===== config.mk =====
export PLATFORM = sky130hd
export DESIGN_NAME = booth_multiplier_flat
export DESIGN_NICKNAME = d
export VERILOG_FILES = /design/src/rtl/mult_pkg.sv /design/src/rtl/booth_multiplier_if.sv /design/src/rtl/booth_step.sv /design/src/rtl/booth_multiplier.sv /design/src/flat_wrapper.sv
export SDC_FILE = /design/constraint.sdc
export NUM_CORES = 1
export LEC_CHECK = 0
export BUFFER_PORTS_ARGS = -buffer_cell sky130_fd_sc_hd__buf_2
export CAP_MARGIN = 30
export CORE_MARGIN = 2
export CORE_UTILIZATION = 59
export CTS_CLUSTER_SIZE = 24
export DETAILED_ROUTE_END_ITERATION = 6
export PLACE_DENSITY = 0.79
export SETUP_SLACK_MARGIN = 0.4
export SLEW_MARGIN = 20
export SYNTH_ARGS = -nofsm -noshare
export SYNTH_HDL_FRONTEND = slang
export SYNTH_HIERARCHICAL = 1
export SYNTH_SLANG_ARGS = --single-unit

===== constraint.sdc =====
create_clock -name clk -period 4.68 [get_ports clk]
set_clock_uncertainty 0.2 [all_clocks]
set_input_delay 0.234 -clock clk [delete_from_list [all_inputs] [get_ports clk]]
set_output_delay 0.234 -clock clk [all_outputs]
set_load 0.03 [all_outputs]

===== src/rtl/mult_pkg.sv =====
// Shared constants and types for the MIPS multicycle HI/LO units (Booth multiplier and iterative divider).
package mult_pkg;
    localparam int MULT_WIDTH = 32;
    localparam int MULT_ITER  = 32;

    // Booth recoding of {q[0], q_1}; the other two codes leave the accumulator alone.
    localparam logic [1:0] BOOTH_ADD = 2'b01;
    localparam logic [1:0] BOOTH_SUB = 2'b10;

    typedef enum logic [1:0] {
        IDLE = 2'd0,
        RUN  = 2'd1,
        DONE = 2'd2
    } mult_state_t;
endpackage


===== src/rtl/booth_multiplier_if.sv =====
// Control-unit <-> multiplier bundle: start/operands in, HI/LO words and status out.
interface booth_multiplier_if
    import mult_pkg::*;
#(
    parameter int WIDTH = MULT_WIDTH
);
    logic             mult_start;
    logic [WIDTH-1:0] multiplicand;
    logic [WIDTH-1:0] multiplier;
    logic [WIDTH-1:0] hi;
    logic [WIDTH-1:0] lo;
    logic             busy;
    logic             done;

    modport master (
        output mult_start, multiplicand, multiplier,
        input  hi, lo, busy, done
    );

    modport slave (
        input  mult_start, multiplicand, multiplier,
        output hi, lo, busy, done
    );
endinterface


===== src/rtl/booth_step.sv =====
// One radix-2 Booth iteration: conditional add/sub of m, then arithmetic right shift of {acc, q, q_1}.
module booth_step
    import mult_pkg::*;
#(
    parameter int WIDTH = MULT_WIDTH
) (
    input  logic [WIDTH:0]   i_acc,
    input  logic [WIDTH-1:0] i_q,
    input  logic             i_q_1,
    input  logic [WIDTH:0]   i_m,
    output logic [WIDTH:0]   o_acc,
    output logic [WIDTH-1:0] o_q,
    output logic             o_q_1
);
    logic [WIDTH:0] w_sum;

    always_comb begin
        w_sum = i_acc;
        case ({i_q[0], i_q_1})
            BOOTH_ADD: w_sum = i_acc + i_m;
            BOOTH_SUB: w_sum = i_acc - i_m;
            default:   w_sum = i_acc;
        endcase
    end

    // The accumulator MSB is replicated so the shift stays arithmetic.
    assign o_acc = {w_sum[WIDTH], w_sum[WIDTH:1]};
    assign o_q   = {w_sum[0], i_q[WIDTH-1:1]};
    assign o_q_1 = i_q[0];
endmodule


===== src/rtl/booth_multiplier.sv =====
// Sequential signed WIDTH x WIDTH radix-2 Booth multiplier writing the HI/LO pair.
module booth_multiplier
    import mult_pkg::*;
#(
    parameter int WIDTH = MULT_WIDTH,
    parameter int ITER  = MULT_ITER
) (
    input logic               clk,
    input logic               reset,
    booth_multiplier_if.slave bus
);
    localparam int CW = $clog2(ITER) + 1;

    mult_state_t      r_state, w_next;
    logic [WIDTH:0]   r_acc, r_m, w_acc;
    logic [WIDTH-1:0] r_q, w_q;
    logic             r_q_1, w_q_1;
    logic [CW-1:0]    r_count;
    logic [WIDTH-1:0] r_hi, r_lo;
    logic             w_load, w_last, w_busy, w_done;

    booth_step #(.WIDTH(WIDTH)) u_step (
        .i_acc (r_acc),
        .i_q   (r_q),
        .i_q_1 (r_q_1),
        .i_m   (r_m),
        .o_acc (w_acc),
        .o_q   (w_q),
        .o_q_1 (w_q_1)
    );

    // Starts are only honoured from IDLE or DONE; a start during RUN is dropped.
    assign w_load = bus.mult_start && (r_state != RUN);
    assign w_last = (r_state == RUN) && (r_count == CW'(ITER - 1));

    always_comb begin
        w_next = r_state;
        w_busy = 1'b0;
        w_done = 1'b0;
        case (r_state)
            IDLE: if (bus.mult_start) w_next = RUN;
            RUN: begin
                w_busy = 1'b1;
                if (w_last) w_next = DONE;
            end
            DONE: begin
                w_done = 1'b1;
                w_next = bus.mult_start ? RUN : IDLE;
            end
            default: w_next = IDLE;
        endcase
    end

    always_ff @(posedge clk) begin
        if (reset) begin
            r_state <= IDLE;
            r_acc   <= '0;
            r_m     <= '0;
            r_q     <= '0;
            r_q_1   <= 1'b0;
            r_count <= '0;
            r_hi    <= '0;
            r_lo    <= '0;
        end else begin
            r_state <= w_next;
            if (w_load) begin
                r_m     <= {bus.multiplicand[WIDTH-1], bus.multiplicand};
                r_q     <= bus.multiplier;
                r_acc   <= '0;
                r_q_1   <= 1'b0;
                r_count <= '0;
            end else if (r_state == RUN) begin
                r_acc   <= w_acc;
                r_q     <= w_q;
                r_q_1   <= w_q_1;
                r_count <= r_count + 1'b1;
                // Capture from the post-shift values so HI/LO are valid on entry to DONE.
                if (w_last) begin
                    r_hi <= w_acc[WIDTH-1:0];
                    r_lo <= w_q;
                end
            end
        end
    end

    assign bus.hi   = r_hi;
    assign bus.lo   = r_lo;
    assign bus.busy = w_busy;
    assign bus.done = w_done;
endmodule


===== src/flat_wrapper.sv =====
// flat-port wrapper written by rule: the top's interface ports become plain ports
module booth_multiplier_flat import mult_pkg::*;
#(
    parameter int WIDTH = MULT_WIDTH,
    parameter int ITER  = MULT_ITER
)
  (clk, reset, bus_mult_start, bus_multiplicand, bus_multiplier, bus_hi, bus_lo, bus_busy, bus_done);
  booth_multiplier_if #(.WIDTH(WIDTH)) bus_i ();
  input logic clk;
  input logic reset;
  input wire logic [$bits(bus_i.mult_start)-1:0] bus_mult_start;
  input wire logic [$bits(bus_i.multiplicand)-1:0] bus_multiplicand;
  input wire logic [$bits(bus_i.multiplier)-1:0] bus_multiplier;
  output wire logic [$bits(bus_i.hi)-1:0] bus_hi;
  output wire logic [$bits(bus_i.lo)-1:0] bus_lo;
  output wire logic [$bits(bus_i.busy)-1:0] bus_busy;
  output wire logic [$bits(bus_i.done)-1:0] bus_done;
  assign bus_i.mult_start = bus_mult_start;
  assign bus_i.multiplicand = bus_multiplicand;
  assign bus_i.multiplier = bus_multiplier;
  assign bus_hi = bus_i.hi;
  assign bus_lo = bus_i.lo;
  assign bus_busy = bus_i.busy;
  assign bus_done = bus_i.done;
  booth_multiplier #(.WIDTH(WIDTH), .ITER(ITER)) u_core (.clk(clk), .reset(reset), .bus(bus_i));
endmodule

Word level (Yosys, flattened, before mapping)
Index checks and enable logic that the tools add are counted.
{ "classes": {"n_mux": 9, "n_addsub": 3, "n_reduce_logical": 7, "bitwise_logic": 1, "n_eq_ne": 8} }
{ "ops": {"columns": ["operator", "n"], "rows": [
  ["one-hot mux 33 bit (2 select lines)", 1],
  ["2-to-1 mux 32 bit", 2],
  ["adder 32 x 32 -> 33 bit", 1],
  ["subtractor 32 x 32 -> 33 bit", 1],
  ["adder 6 x 1 -> 6 bit (second input constant)", 1],
  ["== test 6 x 5 -> 1 bit (second input constant)", 1],
  ["one-hot mux 2 bit (3 select lines)", 1],
  ["== test 2 x 1 -> 1 bit (second input constant)", 2],
  ["== test 2 bit (second input constant)", 2],
  ["2-to-1 mux 2 bit", 2],
  ["inequality test 2 x 1 -> 1 bit (second input constant)", 2],
  ["2-to-1 mux 1 bit", 3],
  ["AND reduction 3 bit", 1],
  ["logical AND 1 bit", 2],
  ["logical NOT 2 bit", 1],
  ["inequality test 2 bit (second input constant)", 1],
  ["AND reduction 2 bit", 1],
  ["nonzero test 2 bit", 1],
  ["OR reduction 2 bit", 1],
  ["NOT 1 bit", 1]
]} }
{ "totals": {"regBits": 169, "output_inout_bits": 66, "wordCells": 36, "input_bits": 67} }

Logic depth before layout (Yosys ltp)
{ "depth": {"ltp_word": 4, "depth_mapped": 20, "ltp_nobuf": 18} }

By module
The synthesis kept the hierarchy.
{ "by_module_without_submodules": {"columns": ["module", "area_each_um2", "cells_each", "n_inst", "seq_area_each_um2"], "rows": [
  ["booth_multiplier", 7070.5, 755, 1, 3403.3],
  ["booth_step", 3101.7, 472, 1, 0.0]
]} }

Worst setup path before layout
OpenSTA, ideal clock, no wires.
{ "synth_timing": {"path_kind": "register to register", "from": "register u_core.r_m[3]", "to": "register u_core/r_acc[32] (netlist name)", "required_ps": 4410, "setup_time_ps": 70, "arrival_ps": 3924, "stages_incl_launch_ff": 20, "slack_ps": 486, "n_path_buf": 2, "cell_sequence": "dfxtp_1 -> or4_1 -> nor4_2 -> nand2_1 -> nor3_2 -> nor2_1 -> xnor2_1 -> ha_1 -> clkbuf_1 -> a21o_1 -> a41o_1 -> a21oi_1 -> o31ai_1 -> a211oi_1 -> xnor2_1 -> nand2_1 -> xnor2_1 -> buf_4 -> nand2_1 -> a21oi_1"} }
{ "synth_between": {"elab_chain_len": 2} }
{ "synth_rtl": {"columns": ["item", "line_no", "text"], "rows": [
  ["from (decl)", "booth_multiplier.sv:15", "logic [WIDTH:0] r_acc, r_m, w_acc;"],
  ["from (signal assigned)", "booth_multiplier.sv:67", "r_m <= {bus.multiplicand[WIDTH-1], bus.multiplicand};"],
  ["subtractor 32 x 32 -> 33 bit / adder 32 x 32 -> 33 bit (equally long branches)", "booth_step.sv:21, booth_step.sv:20", null],
  ["one-hot mux 33 bit (2 select lines) *", "booth_step.sv:19", "case ({i_q[0], i_q_1})"],
  ["named net u_core.w_acc[31]", "booth_multiplier.sv:15", null]
]} }
The timed path passes the listed nets; every way through them passes the cells marked *.
A chain may end at the register's enable or synchronous reset.

Final worst setup path
{ "layout_timing": {"from": "register u_core.r_m[5]", "to": "register u_core/r_acc[32] (netlist name)"} }
{ "layout_between": {"elab_chain_len": 2} }
{ "layout_rtl": {"columns": ["item", "line_no"], "rows": [
  ["subtractor 32 x 32 -> 33 bit / adder 32 x 32 -> 33 bit (equally long branches)", "booth_step.sv:21, booth_step.sv:20"],
  ["one-hot mux 33 bit (2 select lines) *", "booth_step.sv:19"],
  ["named net u_core.w_acc[31]", "booth_multiplier.sv:15"]
]} }
Marks and branches as above.

==> results.json <==
{
  "setup_tns_ps": 0,
  "via_per_inst": 5.639,
  "worst_ep_required_time_ps": 4830,
  "criticalPathCategory": "flip-flop to flip-flop",
  "layout_min_cycle_time_ps": 4133,
  "async_flop_share": 0,
  "insertion_delay_ps": 430,
  "crit_chain": "or4_4 > nor4_4 > buf_4 > and3_4 > a21oi_1 > xnor2_1 > ha_1 > and3_4 > and4_4 > a21oi_1 > nor2_1 > a211oi_2 > xnor2_1 > nand2_1 > xnor2_2 > nand2_1 > a21oi_1",
  "io_buffers": 132,
  "tightest_slew_ps": 904.0,
  "grt_max_degree": 115,
  "hold_violations": 0,
  "setup_violations": 0,
  "fmax_mhz": 242.0,
  "n_antenna_cell": 0,
  "clock_sinks": 170,
  "yosysMostFrequentCell": "dfxtp_1",
  "p_per_area_mw_per_mm2": 317.9,
  "maxCapViolations": 0,
  "reg2regPathDepth": 17,
  "placedCellCount": 1480,
  "syn_area_per_cell_um2": 8.290,
  "post-route-drc-count": 0,
  "syn_area_mm2": 0.01017,
  "yosysUniqueCellTypes": 63,
  "routed_wl_um": 25080,
  "drt_pass1_iterations": 5,
  "timing.critical_path.fanout_max": 5,
  "overflow": 0,
  "ant_nets": 0,
  "die-area_mm2": 0.01831,
  "ir_drop_mv": 0.2787,
  "cts.path.max_buffers": 2,
  "antenna_found_initial": 0,
  "finalMaxSlewViolations": 0,
  "layout-drive-gt1-share": 0.1807,
  "synth_top_area_cell": "dfxtp_1",
  "gp_congestion": 0.9102,
  "core.rowCount": 48,
  "grt_pass1_vias": 8189,
  "ys_seq_area_frac": 0.3346,
  "rsz0062_at_grt": "true",
  "fp.coreArea_mm2": 0.01706,
  "r2r_end": "u_core/r_acc[32]",
  "ys_ff_latch": 170,
  "synth-edff-count": 0,
  "die_w_um": 135.3,
  "status": "completed",
  "synth.top_cell.area_share": 0.3346,
  "p_leak_uw": 0.004669,
  "fill_cells": 1338,
  "cts_root_buf": "clkbuf_16",
  "dpl.hpwl_um": 16120,
  "drtIter0Drc": 669,
  "synthTopCellsByArea": "dfxtp_1 33%, mux2i_1 9.6%, nand2b_1 8.3%, a21oi_1 6.0%, nand2_1 4.7%",
  "worstHoldPathCells": 3,
  "syn_inst": 1227,
  "htreeDepth": 4,
  "min_path_type": "input pin to flip-flop",
  "critPathCaptureType": "flip-flop",
  "wire_per_inst_um": 15.81,
  "crit_path_max_incr_delay_ps": 590,
  "min_period_over_period": 0.8831,
  "path_common_cell": "a21oi_1",
  "die_y_um": 135.3,
  "cts.reportedPaths.clkPinSlew_ps": 70,
  "synthFlopType": "dfxtp_1",
  "synthesis.nets": 1330,
  "layout.cells.non_filler": 1586,
  "rrSetupSlack_ps": 550,
  "rr_startpoint": "u_core/r_m[5]",
  "io_pins": 133,
  "synthToLayoutAreaGrowth_pct": 17.66,
  "vias": 8943,
  "min_from": "bus_multiplier[7]",
  "synthTopCellsByCount": "170 x dfxtp_1, 135 x nand2b_1, 127 x nand2_1",
  "hold-path-endpoint": "u_core/r_q[7]",
  "cpMaxStageDelayCell": "or4_4",
  "critPathLaunchType": "flip-flop",
  "arrival_ps": 4290,
  "yosys_warnings": 6,
  "cts_tree": "yes",
  "grt_pass1_wl_um": 39700,
  "cts_buffers": 17,
  "track_usage": 0.2671,
  "maxSlewHeadroom": 0.3973,
  "start_util": 0.5964,
  "layout.nets": 1451
}
## per-layer routing
layer | global-route usage | part of all wire
met1 | 0.3719 | 0.46
met2 | 0.4301 | 0.47
met3 | 0.04527 | 0.046
met4 | 0.07292 | 0.021
met5 | 0 | 0
## through the flow
stage                     instance area, µm²  hold WS, ps  setup WS, ps    util  power [µW]
after global placement                 10470        245.7         284.2  0.6140        2345
after detailed placement               10470        254.6         247.7  0.6140        2359
after CTS                              11720        7.675         330.8  0.6870        3737
after global routing                   11970        59.28         378.6  0.7017        3971
after floorplan                        10170        181.7         486.3       -        2224
final                                  11970        54.09         547.1  0.7017        3805
## flip-flops by register name, indices dropped and copies added (netlist names)
| name | cells |
|---|---|
| u_core/r_q_1 | 1 |
| u_core/r_acc | 33 |
| u_core/bus.hi | 32 |
| u_core/bus.lo | 32 |
| u_core/r_state | 2 |
| u_core/r_q | 32 |
| u_core/r_m | 32 |
| u_core/r_count | 6 |
## layout by cell type, fill, tap and decap left out, types with 19 or more instances in the layout
cell           count
mux2i_1           98
o21ai_0           69
nor2_1            67
ha_1              27
dlygate4sd3_1     62
inv_1             19
xnor2_1           42
a211oi_1          33
buf_4             25
nand2b_1         134
nand2_1          126
a21oi_1          114
dfxtp_1          169
buf_2            131
nand3_1           45
## power by group
part           internal (µW)  total (µW)  switching, µW
registers               1500        1560           59.3
clock network            707        1330            624
logic                    401         916            515
## repair_timing
item / in CTS / in global routing
resized for setup: 9 / 46
hold endpoints to repair: 62 / 0
setup endpoints to repair: 7 / 33
hold buffers: 62 / 0
pin swaps: 4 / 19
buffers inserted: 3 / 8
## area by class of cell
| class | count | area [µm²] | share of cell area |
|---|---|---|---|
| multi-input combinational | 919 | 6166 | 0.5152 |
| clock buffer | 19 | 442.9 | 0.03701 |
| sequential | 170 | 3405 | 0.2844 |
| tap | 225 | 281.5 | 0.02352 |
| clock inverter | 13 | 103.9 | 0.008677 |
| timing repair buffer | 219 | 1491 | 0.1246 |
| inverter | 21 | 78.83 | 0.006586 |
## critical path, delay by kind of cell, from the launching register on
kind                     cells  cell delay [ps]
AO/OA/AOI/OAI                4              670
XOR/XNOR                     3              500
adder cells (fa/ha/maj)      1              330
buffers and inverters        1              180
flip-flops                   1              350
AND/OR/NAND/NOR              8             1830
## worst max path at each step
stage / to / depth (start not counted) / startpoint / slack (ps)
after floorplan: u_core/r_acc[32] / 19 / u_core/r_m[3] / 490
after global placement: u_core/bus.hi[22] / 17 / u_core/r_m[0] / 280
after detailed placement: u_core/bus.hi[22] / 17 / u_core/r_m[0] / 250
after CTS: u_core/r_acc[28] / 19 / u_core/r_m[0] / 330
after global routing: u_core/r_acc[27] / 19 / u_core/r_m[0] / 380
final: u_core/r_acc[32] / 17 / u_core/r_m[5] / 550
## logic make-up after synthesis
group | Yosys count | share of synthesized area
AO/OA/AOI/OAI | 297 | 0.1728
multiplexers | 101 | 0.09975
XOR/XNOR | 62 | 0.05412
adder cells (fa/ha/maj) | 36 | 0.04502
buffers and inverters | 138 | 0.08143
flip-flops | 170 | 0.3346
AND/OR/NAND/NOR | 423 | 0.2123
No activity file was read; power rests on OpenSTA's default activity.
